## src/rtl/legv8_pkg.sv

```systemverilog
// Shared LEGv8 execute-unit definitions: opcode encodings, the zero-register index and FSM states.
package legv8_pkg;

  localparam logic [2:0] OP_ADD  = 3'b000;
  localparam logic [2:0] OP_SUB  = 3'b001;
  localparam logic [2:0] OP_AND  = 3'b010;
  localparam logic [2:0] OP_ORR  = 3'b011;
  localparam logic [2:0] OP_MOVB = 3'b100;
  localparam logic [2:0] OP_MUL  = 3'b101;

  localparam int XZR_INDEX = 31;

  typedef enum logic {
    ST_IDLE = 1'b0,
    ST_MUL  = 1'b1
  } state_t;

endpackage

```

## src/rtl/legv8_seq_multiplier.sv

```systemverilog
// Shift-add multiplier, one multiplier bit per cycle; o_done/o_product are valid on the final iteration.
module legv8_seq_multiplier #(
  parameter int DATA_WIDTH = 64
) (
  input  logic                  clk,
  input  logic                  reset,
  input  logic                  i_start,
  input  logic [DATA_WIDTH-1:0] i_multiplicand,
  input  logic [DATA_WIDTH-1:0] i_multiplier,
  output logic                  o_done,
  output logic [DATA_WIDTH-1:0] o_product
);

  localparam int CNT_W = (DATA_WIDTH > 1) ? $clog2(DATA_WIDTH) : 1;
  localparam logic [CNT_W-1:0] LAST = CNT_W'(DATA_WIDTH - 1);

  logic                  r_busy;
  logic [CNT_W-1:0]      r_cnt;
  logic [DATA_WIDTH-1:0] r_mcand;
  logic [DATA_WIDTH-1:0] r_mplier;
  logic [DATA_WIDTH-1:0] r_acc;

  // Product after this cycle's iteration; exposed so the last step needs no extra cycle.
  assign o_product = r_acc + (r_mplier[0] ? r_mcand : '0);
  assign o_done    = r_busy && (r_cnt == LAST);

  always_ff @(posedge clk) begin
    if (reset) begin
      r_busy <= 1'b0;
      r_cnt  <= '0;
    end else if (i_start) begin
      r_busy <= 1'b1;
      r_cnt  <= '0;
    end else if (r_busy) begin
      if (r_cnt == LAST) begin
        r_busy <= 1'b0;
        r_cnt  <= '0;
      end else begin
        r_cnt <= r_cnt + 1'b1;
      end
    end
  end

  always_ff @(posedge clk) begin
    if (i_start) begin
      r_mcand  <= i_multiplicand;
      r_mplier <= i_multiplier;
      r_acc    <= '0;
    end else if (r_busy) begin
      r_acc    <= o_product;
      r_mcand  <= r_mcand << 1;
      r_mplier <= r_mplier >> 1;
    end
  end

endmodule

```

## src/rtl/legv8_execute_unit.sv

```systemverilog
// LEGv8 execute stage: single-cycle ALU, optional sequential MUL, registered write-back outputs.
// Define LEGV8_EXEC_MUL_EN to build the multiplier; otherwise opcode 101 is illegal.
module legv8_execute_unit
  import legv8_pkg::*;
#(
  parameter int DATA_WIDTH = 64,
  parameter int ADDR_WIDTH = 5
) (
  input  logic                  clk,
  input  logic                  reset,
  input  logic                  in_valid,
  output logic                  in_ready,
  input  logic [2:0]            opcode,
  input  logic [DATA_WIDTH-1:0] operand_a,
  input  logic [DATA_WIDTH-1:0] operand_b,
  input  logic [ADDR_WIDTH-1:0] dest_reg,
  output logic [DATA_WIDTH-1:0] data,
  output logic [ADDR_WIDTH-1:0] write_reg_address,
  output logic                  reg_write,
  output logic                  zero_flag,
  output logic                  illegal_op
);

  localparam logic [ADDR_WIDTH-1:0] XZR_ADDR = ADDR_WIDTH'(XZR_INDEX);

  state_t                r_state;
  state_t                w_state_next;
  logic                  w_accept;
  logic                  w_legal;
  logic                  w_is_mul;
  logic [DATA_WIDTH-1:0] w_alu_res;

  logic [DATA_WIDTH-1:0] r_data;
  logic [ADDR_WIDTH-1:0] r_waddr;
  logic                  r_reg_write;
  logic                  r_zero;
  logic                  r_illegal;

  assign in_ready = (r_state == ST_IDLE);
  assign w_accept = in_valid && in_ready;

  always_comb begin
    w_legal   = 1'b1;
    w_is_mul  = 1'b0;
    w_alu_res = '0;
    case (opcode)
      OP_ADD:  w_alu_res = operand_a + operand_b;
      OP_SUB:  w_alu_res = operand_a - operand_b;
      OP_AND:  w_alu_res = operand_a & operand_b;
      OP_ORR:  w_alu_res = operand_a | operand_b;
      OP_MOVB: w_alu_res = operand_b;
`ifdef LEGV8_EXEC_MUL_EN
      OP_MUL:  w_is_mul  = 1'b1;
`endif
      default: w_legal   = 1'b0;
    endcase
  end

`ifdef LEGV8_EXEC_MUL_EN
  logic                  w_mul_done;
  logic [DATA_WIDTH-1:0] w_mul_product;
  logic [ADDR_WIDTH-1:0] r_mul_dest;

  legv8_seq_multiplier #(
    .DATA_WIDTH(DATA_WIDTH)
  ) u_mul (
    .clk            (clk),
    .reset          (reset),
    .i_start        (w_accept && w_is_mul),
    .i_multiplicand (operand_a),
    .i_multiplier   (operand_b),
    .o_done         (w_mul_done),
    .o_product      (w_mul_product)
  );

  always_ff @(posedge clk) begin
    if (w_accept && w_is_mul) r_mul_dest <= dest_reg;
  end

  always_comb begin
    w_state_next = r_state;
    case (r_state)
      ST_IDLE: if (w_accept && w_is_mul) w_state_next = ST_MUL;
      ST_MUL:  if (w_mul_done)           w_state_next = ST_IDLE;
      default:                           w_state_next = ST_IDLE;
    endcase
  end
`else
  always_comb begin
    w_state_next = ST_IDLE;
  end
`endif

  always_ff @(posedge clk) begin
    if (reset) r_state <= ST_IDLE;
    else       r_state <= w_state_next;
  end

  always_ff @(posedge clk) begin
    if (reset) begin
      r_data      <= '0;
      r_waddr     <= '0;
      r_reg_write <= 1'b0;
      r_zero      <= 1'b0;
      r_illegal   <= 1'b0;
    end else begin
      r_reg_write <= 1'b0;
      r_illegal   <= 1'b0;
      if (w_accept && !w_is_mul) begin
        if (w_legal) begin
          r_data      <= w_alu_res;
          r_zero      <= (w_alu_res == '0);
          r_waddr     <= dest_reg;
          r_reg_write <= (dest_reg != XZR_ADDR);
        end else begin
          r_data    <= '0;
          r_zero    <= 1'b1;
          r_illegal <= 1'b1;
        end
      end
`ifdef LEGV8_EXEC_MUL_EN
      // Accept and completion never coincide: MUL state blocks new requests.
      if (w_mul_done) begin
        r_data      <= w_mul_product;
        r_zero      <= (w_mul_product == '0);
        r_waddr     <= r_mul_dest;
        r_reg_write <= (r_mul_dest != XZR_ADDR);
      end
`endif
    end
  end

  assign data              = r_data;
  assign write_reg_address = r_waddr;
  assign reg_write         = r_reg_write;
  assign zero_flag         = r_zero;
  assign illegal_op        = r_illegal;

endmodule

```

## config.mk

```make
export PLATFORM = sky130hd
export DESIGN_NAME = legv8_execute_unit
export DESIGN_NICKNAME = d
export VERILOG_FILES = /design/src/rtl/legv8_pkg.sv /design/src/rtl/legv8_seq_multiplier.sv /design/src/rtl/legv8_execute_unit.sv
export SDC_FILE = /design/constraint.sdc
export NUM_CORES = 1
export LEC_CHECK = 0
export ABC_AREA = 1
export CAP_MARGIN = 20
export CORE_MARGIN = 1.5
export CORE_UTILIZATION = 45
export DETAILED_ROUTE_END_ITERATION = 6
export PLACE_DENSITY = 0.81
export SLEW_MARGIN = 10
export SYNTH_ARGS = -nofsm -noshare
export SYNTH_HDL_FRONTEND = slang
export SYNTH_SLANG_ARGS = --single-unit
```

## constraint.sdc

```tcl
create_clock -name clk -period 5.6 [get_ports clk]
set_clock_uncertainty 0.2 [all_clocks]
set_input_delay 1.12 -clock clk [delete_from_list [all_inputs] [get_ports clk]]
set_output_delay 1.12 -clock clk [all_outputs]
set_load 0.02 [all_outputs]
```

==> qor.yml, run 1 <==
p_seq_frac: 0.186
drive_above_1_share: 0.2179
finalPower_mw: 3.066
cp_slowest_cell: "clkdlybuf4s50_1"
muxShareOfSynthArea: 0
initial_core_util: 0.4617
ios: 212
start_kind: "input pin"
hold_depth: 2
synth_ff_type: "dfxtp_1"
cp_data_required_time_ns: 5.67
r2r_start: "write_reg_address[2]"
ys_top_cells_by_area: "nand2_1, inv_1, dfxtp_1"
yosysWarningCount: 0
cts_buffers: 9
power_density_nw_per_um2: 165.1
num-fill-cells: 2419
fin_hold_ws_ns: 0.2741
clkTransAtPathRegs_ns: 0.06
timing.fmax_ghz: 0.1816
synth_nets: 2601
antenna_left: 0
postSynthCellCount: 2395
coreArea_um2: 26280
synth.most_common_cell: "nand2_1"
grt_pass1_wl_um: 90650
root_buffer: "clkbuf_16"
synth_top_cell_by_area: "nand2_1"
grt_use_total: 0.4256
synthTopCellsByCount: "nand2_1, inv_1, nor2_1, nand3_1, a21oi_1"
grt_pass1_vias: 16193
synth-xor-area-share: 0.04475
wire_per_inst_um: 19.30
startpoint: "operand_b[15]"
place_hpwl_um: 51370
gp_congestion: 1.120
row_count: 59
crit_path_end_kind: "flip-flop"
routed-via-count: 17781
ys_ff_latch: 72
p_sw_mw: 1.429
slew_violations: 0
synth_top_family_by_area: "simple AND/OR/NAND/NOR gates"
drt_iter0_markers: 2194
synth_edf_count: 0
ir_drop_uv: 150.3
crit-reg2reg-capture: "write_reg_address[2]"
final_cells: 3245
drt_drc_violations_left: 0
endpoint: "zero_flag"
async_flop_share: 0
pwr-share-clk: 0.170
synthDistinctLibCells: 54
max_cap_violations: 0
detail_route.vias_per_cell: 5.480
r2r_cells: 2
synth.avg_cell_area_um2: 5.066
fp.dieW_um: 167.2
synth_top_area_share: 0.2728
synth_area_um2: 12130
fin_crit_sh: 0.9831
dr.pass1.iters: 7
grt_max_degree: 71
leakagePower_nw: 9.989
crit_type: "in2reg"
crit_fanout: 4
hold_path_class: "reg2reg"
cpPeakStageDelay_ns: 0.49
cts.sink_count: 72
fin_nets: 3111
p_sw_frac: 0.4659
cp.arrival_ns: 5.57
synth_fa_ha_area_frac: 0.06971
dp_cells: 3203
hold_viol_final: 0
die-area_um2: 27960
synth_simple_gate_area_frac: 0.4890
setup_ws_ns: 0.09478
tns_ns: 0
clock_latency_ns: 0.33
antenna_found_initial: 0
diodes: 0
p_int_mw: 1.638
grt-ovfl-total: 0
min_period_ns: 5.505
synth_compound_area_frac: 0.1193
setup_viol: 0
drt-total-wl_um: 62630
portBuffers: 210
status: "completed"
seq_area_frac_synth: 0.1188
slew_headroom: 0.3481
combPwrFrac: 0.644
place_ws_ns: -0.6557
cts_buffer_depth: 2
worst_pin_slew_ns: 0.9779
syn_to_final_growth_pct: 53.04
die_h_um: 167.2
reg2reg_slack_ns: 4.68
cts_tree: "done"
cts-htree-levels: 3
[repair_timing]
| item | 4_1_cts | 5_1_grt |
|---|---|---|
| setup buffers | 11 | 16 |
| gates resized for setup | 89 | 244 |
| endpoints found under the hold margin | 0 | 0 |
| endpoints found under the setup margin | 6 | 27 |
| hold buffers | 0 | 0 |
| pin swaps | 31 | 107 |
[worst min path at each step]
stage	from	end	slack [ns]
floorplan	data[17]	data[17]	0.35
global placement	data[52]	data[52]	0.26
detailed placement	data[6]	data[6]	0.26
CTS	data[20]	data[20]	0.28
global route	data[20]	data[20]	0.29
finish	data[20]	data[20]	0.27
[power by group through the flow]
stage                     clock network (mW)  logic [mW]  registers [mW]
final                                  0.521        1.97           0.571
after global routing                   0.543        2.11           0.574
after CTS                              0.522        1.78           0.571
after detailed placement                   0        1.73           0.580
after global placement                     0        1.71           0.578
after floorplan                            0       0.829           0.621
[critical path: cells and delay by family]
kind | cells | cell delay (ns)
simple gates | 22 | 2.71
xor+xnor | 1 | 0.16
buf+inv | 7 | 1.11
fa+ha+maj | 1 | 0.33
compound gates | 1 | 0.12
[stage by stage]
step / utilization / instance area, um2
final: 0.7066 / 18570
after global placement: 0.6410 / 16850
after global routing: 0.7066 / 18570
after floorplan: - / 12130
after CTS: 0.6655 / 17490
after detailed placement: 0.6410 / 16850
[cell type report]
class	instances	area [um2]	share of cell area
tap	335	419.2	0.02257
clock buffer	9	225.2	0.01213
sequential	72	1441	0.07762
multi-input combinational	1818	9976	0.5372
clock inverter	7	46.29	0.002493
inverter	453	1700	0.09156
timing repair buffer	551	4762	0.2564
[cell families (layout without fill, tap and decap cells)]
group,count (synthesis),in the layout
buffers and inverters,505,1020
AO/OA/AOI/OAI,261,261
adder cells (fa/ha/maj),67,67
XOR/XNOR,62,62
other,1,1
AND/OR/NAND/NOR,1427,1427
flip-flops,72,72
[sequential cells by signal, summed over array words and instances (netlist names)]
signal	count
data	64
write_reg_address	5
reg_write	1
zero_flag	1
illegal_op	1
[cell usage in the layout (no fill, tap or decap), types with 53 or more instances in the layout]
cell type	count
nand2_1	819
inv_1	427
buf_4	328
clkdlybuf4s50_1	194
nor2_1	187
nand3_1	154
a21oi_1	113
o21ai_0	77
dfxtp_1	72
nand2_2	54
xor2_1	53
[layer usage]
| layer | up-vias | track usage | wire length (um) |
|---|---|---|---|
| met5 | - | 0 | 0 |
| met4 | 0 | 0.1680 | 2587 |
| met3 | 142 | 0.1222 | 8651 |
| met2 | 1066 | 0.6363 | 25620 |
| met1 | 8107 | 0.5741 | 25770 |
| li1 | 8466 | - | - |
Note: power is estimated with default switching activity, not from simulation.
==> run 2: changes to the inputs <==
- CORE_UTILIZATION: 45 -> 25
- PLACE_DENSITY: 0.81 -> 0.55
==> run 2 against run 1 <==
Global-route usage fell by 17 points. Sequential share of layout area fell by 0.056 points. Register-to-register slack improved by 0.05 ns. Core utilization fell by 32 points. Wire length rose by 3.2%. Highest routed layer is now met5. Critical path depth did not move. Sequential cell count did not move. Cell count rose by 10%. Maximum frequency barely moved. Combinational power fell by 3%.
==> qor.yml, run 2 (synthesis gave the netlist of run 1 again) <==
initial_core_util: 0.2536  # -0.2081
setup_viol: 0  # unchanged
grt_use_total: 0.2543  # -0.1714
hold_buffers: 0  # unchanged
portBuffers: 210  # unchanged
grt_pass1_wl_um: 95770  # +5.6%
cp_slowest_cell: "clkdlybuf4s50_1"
cts_buffers: 9  # unchanged
fin_hold_ws_ns: 0.2699  # -0.004181 ns
timing.fmax_ghz: 0.1817  # about the same
die_h_um: 223.3  # +34%
gp_congestion: 0.9625  # -14%
cp_data_required_time_ns: 5.68  # about the same
fp.dieW_um: 223.3  # +34%
grt_max_degree: 66  # -7.0%
r2r_start: "write_reg_address[4]"
cp.arrival_ns: 5.59  # +0.02 ns
grt_pass1_vias: 16004  # -1.2%
min_period_ns: 5.505  # -0.0006981 ns
clock_latency_ns: 0.34  # about the same
leakagePower_nw: 9.973  # -0.16%
cts_tree: "done"
drt-total-wl_um: 64650  # +3.2%
max_cap_violations: 0  # unchanged
final_cells: 3577  # +10%
clkTransAtPathRegs_ns: 0.06  # about the same
antenna_left: 0  # unchanged
fin_area_um2: 18700  # +0.72%
antenna_found_initial: 3  # +3
drive_above_1_share: 0.1945  # -0.02341
coreArea_um2: 47850  # +82%
syn_to_final_growth_pct: 54.15
cts_buffer_depth: 2  # unchanged
place_hpwl_um: 56080  # +9.2%
layout_commonest_cell: "nand2_1"
crit_family: "simple AND/OR/NAND/NOR gates"
worstHoldStart: "data[52]"
cts-htree-levels: 3  # unchanged
die-area_um2: 49870  # +78%
rsz0062_at_grt: "yes"
dr.pass1.iters: 7  # unchanged
root_buffer: "clkbuf_16"
hold_viol_final: 0  # unchanged
drt_drc_violations_left: 0  # unchanged
crit_path_end_kind: "flip-flop"
crit_type: "in2reg"
detail_route.vias_per_cell: 4.735  # -14%
row_count: 80  # +36%
ir_drop_uv: 146.6  # -2.5%
largest_reg_flops: 64  # unchanged
slew_violations: 0  # unchanged
slew_headroom: 0.4108  # +0.06278
final_cell_mix: "nand2_1, inv_1, buf_4, nor2_1, clkdlybuf4s50_1"
startpoint: "operand_b[5]"
status: "completed"
diodes: 0  # unchanged
fin_crit_sh: 0.9829  # about the same
routed-via-count: 16936  # -4.8%
grt-ovfl-total: 0  # unchanged
critPathBufInv: 6  # -1
worst_pin_slew_ns: 0.8828  # -0.09514 ns
hold_path_class: "reg2reg"
wire_per_inst_um: 18.07  # -6.4%
fin_nets: 3163  # +1.7%
cpPeakStageDelay_ns: 0.45  # -0.04 ns
ios: 212  # unchanged
dp_cells: 3541  # +11%
crit_fanout: 5  # +1
cts.sink_count: 72  # unchanged
drt_iter0_markers: 1366  # -38%
power_density_nw_per_um2: 165.9  # +0.45%
crit_top_cell: "nand2_1"
dpl_cell_area_um2: 17670  # +4.9%
start_kind: "input pin"
-- run 2: changes by cell type in the layout (fill, tap and decap cells not counted), sizes merged --
cell           change
clkinv             -5
inv                -1
clkdlybuf4s50     +14
buf               +52
bufinv             +2
clkdlybuf4s15      -1
clkbuf             +4
dlymetal6s2s      -13
-- run 2: metrics by stage --
stage / power, mW / TNS [ns] / setup WS (ns) / util
2_1_floorplan: 1.450 / 0 / 0.8223 / -
3_3_place_gp: 2.381 / -7.664 / -0.8338 / 0.3689
3_5_place_dp: 2.387 / -9.391 / -0.8756 / 0.3693
4_1_cts: 3.053 / -0.07948 / -0.07948 / 0.3818
5_1_grt: 3.315 / -0.2530 / -0.2259 / 0.3909
6_report: 3.102 / 0 / 0.09548 / 0.3909
-- run 2: area by class of cell --
cell class                      instances  area, um2
Fill cell                            5417      29140
Clock inverter                          3      65.06
Timing Repair Buffer                  603       5131
Sequential cell                        72       1441
Inverter                              453       1700
Tap cell                              615      769.5
Multi-Input combinational cell       1818       9346
Clock buffer                           13      250.2
-- run 2: timing repair --
action	CTS	global route
setup buffers	10	9
hold endpoints to repair	0	0
resized for setup	65	87
pin swaps	23	30
setup endpoints to repair	10	31
-- run 2: worst min-delay path, stage by stage (launching register included) --
cell,delay [ns]
dfxtp_1,0.31
nand3_1,0.07
nand2_1,0.05
-- run 2: where the power goes --
group	leakage [nW]	switching [mW]	internal (mW)
Sequential	0.590	0.0199	0.549
Combinational	9.23	1.11	0.799
Clock	0.154	0.218	0.402
Total	9.97	1.35	1.75
-- run 2: per-layer routing --
layer | vias up | GRT usage | part of all wire
met3 | 61 | 0.03200 | 0.060
li1 | 8533 | - | -
met4 | 2 | 0.07018 | 0.024
met5 | - | 0 | 0.00020
met2 | 495 | 0.4029 | 0.43
met1 | 7845 | 0.3599 | 0.48
-- run 2: worst paths after layout --
| check | cells after the start | endpoint | slack, ns |
|---|---|---|---|
| max | 32 | zero_flag | 0.1 |
| min | 2 | data[52] | 0.27 |
| max reg2reg | 2 | write_reg_address[4] | 4.73 |
| min reg2reg | 2 | data[52] | 0.27 |
==> run 3: changes to the inputs <==
- CTS_BUF_LIST: default -> sky130_fd_sc_hd__clkbuf_16
- SETUP_SLACK_MARGIN: default -> 0.1
- SKIP_CTS_REPAIR_TIMING: default -> 1
==> run 3 against run 2 <==
Largest cell class unchanged. Register-to-register slack about the same. Largest power group unchanged. Combinational power about the same. Critical endpoint unchanged. Highest routed layer unchanged. Non-clock buffer count down 3. Core utilization about the same. Sequential power about the same. Maximum frequency down 0.65%. Via count down 0.22%.
==> qor.yml, run 3 (synthesis gave the netlist of run 1 again) <==
cpPeakStageDelay_ns: 0.44  # about the same
dr.pass1.iters: 5  # -2
max_cap_violations: 0  # unchanged
leakagePower_nw: 10.02  # +0.45%
cts_buffers: 9  # unchanged
power_density_nw_per_um2: 164.9  # -0.55%
cts-htree-levels: 3  # unchanged
status: "completed"
die_h_um: 223.3  # unchanged
startpoint: "operand_b[8]"
slew_violations: 0  # unchanged
ir_drop_uv: 145.5  # -0.76%
dpl_cell_area_um2: 17670  # unchanged
cp_slowest_cell: "clkdlybuf4s50_1"
gp_congestion: 0.9625  # unchanged
slew_headroom: 0.4011  # -0.009771
final_cell_mix: "nand2_1, inv_1, buf_4, nor2_1, clkdlybuf4s50_1"
crit_type: "in2reg"
grt-ovfl-total: 0  # unchanged
dp_cells: 3541  # unchanged
rsz0062_at_grt: "yes"
worst_pin_slew_ns: 0.8974  # +0.01464 ns
detail_route.vias_per_cell: 4.728  # -0.14%
min_period_ns: 5.540  # +0.03581 ns
cts.sink_count: 72  # unchanged
row_count: 80  # unchanged
clkTransAtPathRegs_ns: 0.06  # about the same
grt_pass1_wl_um: 95280  # -0.51%
die-area_um2: 49870  # unchanged
antenna_left: 0  # unchanged
cp_data_required_time_ns: 5.68  # about the same
fp.dieW_um: 223.3  # unchanged
drt-total-wl_um: 64840  # +0.30%
root_buffer: "clkbuf_16"
drive_above_1_share: 0.1930  # -0.001493
timing.fmax_ghz: 0.1805  # -0.65%
cts_tree: "done"
fin_area_um2: 18720  # about the same
fin_crit_sh: 0.9893  # +0.006394
ios: 212  # unchanged
layout_commonest_cell: "nand2_1"
crit_path_end_kind: "flip-flop"
worstHoldStart: "data[54]"
grt_use_total: 0.2532  # -0.001089
final_core_util: 0.3913  # about the same
place_hpwl_um: 56080  # unchanged
start_kind: "input pin"
grt_pass1_vias: 15865  # -0.87%
hold_path_class: "reg2reg"
fin_hold_ws_ns: 0.2683  # -0.001642 ns
fin_nets: 3160  # -0.095%
crit_top_cell: "nand2_1"
syn_to_final_growth_pct: 54.28  # about the same
wire_per_inst_um: 18.14  # +0.39%
crit_fanout: 4  # -1
largest_reg_flops: 64  # unchanged
clock_latency_ns: 0.34  # about the same
grt_max_degree: 66  # unchanged
cts_buffer_depth: 2  # unchanged
final_cells: 3574  # -0.084%
cp.arrival_ns: 5.62  # +0.03 ns
routed-via-count: 16898  # -0.22%
drt_drc_violations_left: 0  # unchanged
portBuffers: 210  # unchanged
coreArea_um2: 47850  # unchanged
setup_viol: 0  # unchanged
hold_viol_final: 0  # unchanged
drt_iter0_markers: 1414  # +3.5%
initial_core_util: 0.2536  # unchanged
antenna_found_initial: 3  # unchanged
r2r_start: "write_reg_address[4]"
diodes: 0  # unchanged
run 3: cell types whose count changed in the layout (fill, tap and decap cells not counted), moves of 4 or more:
cell,delta
nor2_2,-8
nand2_2,-5
dlymetal6s2s_1,+4
ha_1,-4
nor2_1,+4
nor2_4,+4
run 3: layer usage:
metal  wire length [um]  share of wire  GRT usage  up-vias
li1                   -              -          -     8523
met1              31290           0.48     0.3586     7768
met2              27900           0.43     0.4007      535
met3               3951          0.061    0.03253       70
met4               1680          0.026    0.06909        2
met5                 13        0.00020          0        -
run 3: final cells by class:
type,count,area (um2)
fillers,5411,29130
multi-input cells,1818,9384
repair buffers,600,5120
inverters,453,1700
flip-flops and latches,72,1441
well taps,615,769.5
clock buffers,9,225.2
clock inverters,7,80.08
run 3: final timing paths:
kind / to / slack [ns] / cells after the start
worst min-delay path: data[54] / 0.27 / 2
worst max-delay path: zero_flag / 0.06 / 31
worst min register to register: data[54] / 0.27 / 2
worst max register to register: write_reg_address[4] / 4.73 / 2
run 3: critical path: cells and delay by family:
kind,cells,cell delay [ns]
simple gates,21,2.57
fa+ha+maj,1,0.44
xor+xnor,1,0.17
compound gates,2,0.24
buf+inv,6,1.06
run 3: metrics by stage:
step	power (mW)	TNS, ns	setup WS, ns
final	3.088	0	0.05968
after global routing	3.298	-0.2565	-0.2565
after global placement	2.381	-7.664	-0.8338
after detailed placement	2.387	-9.391	-0.8756
after floorplan	1.450	0	0.8223
after CTS	3.004	-1.318	-0.5009
run 3: report_power, final:
| group | leakage, nW | internal, mW | switching [mW] | total (mW) |
|---|---|---|---|---|
| registers | 0.590 | 0.549 | 0.0200 | 0.569 |
| logic | 9.27 | 0.801 | 1.12 | 1.92 |
| clock network | 0.161 | 0.383 | 0.218 | 0.601 |
| total | 10.0 | 1.73 | 1.35 | 3.09 |
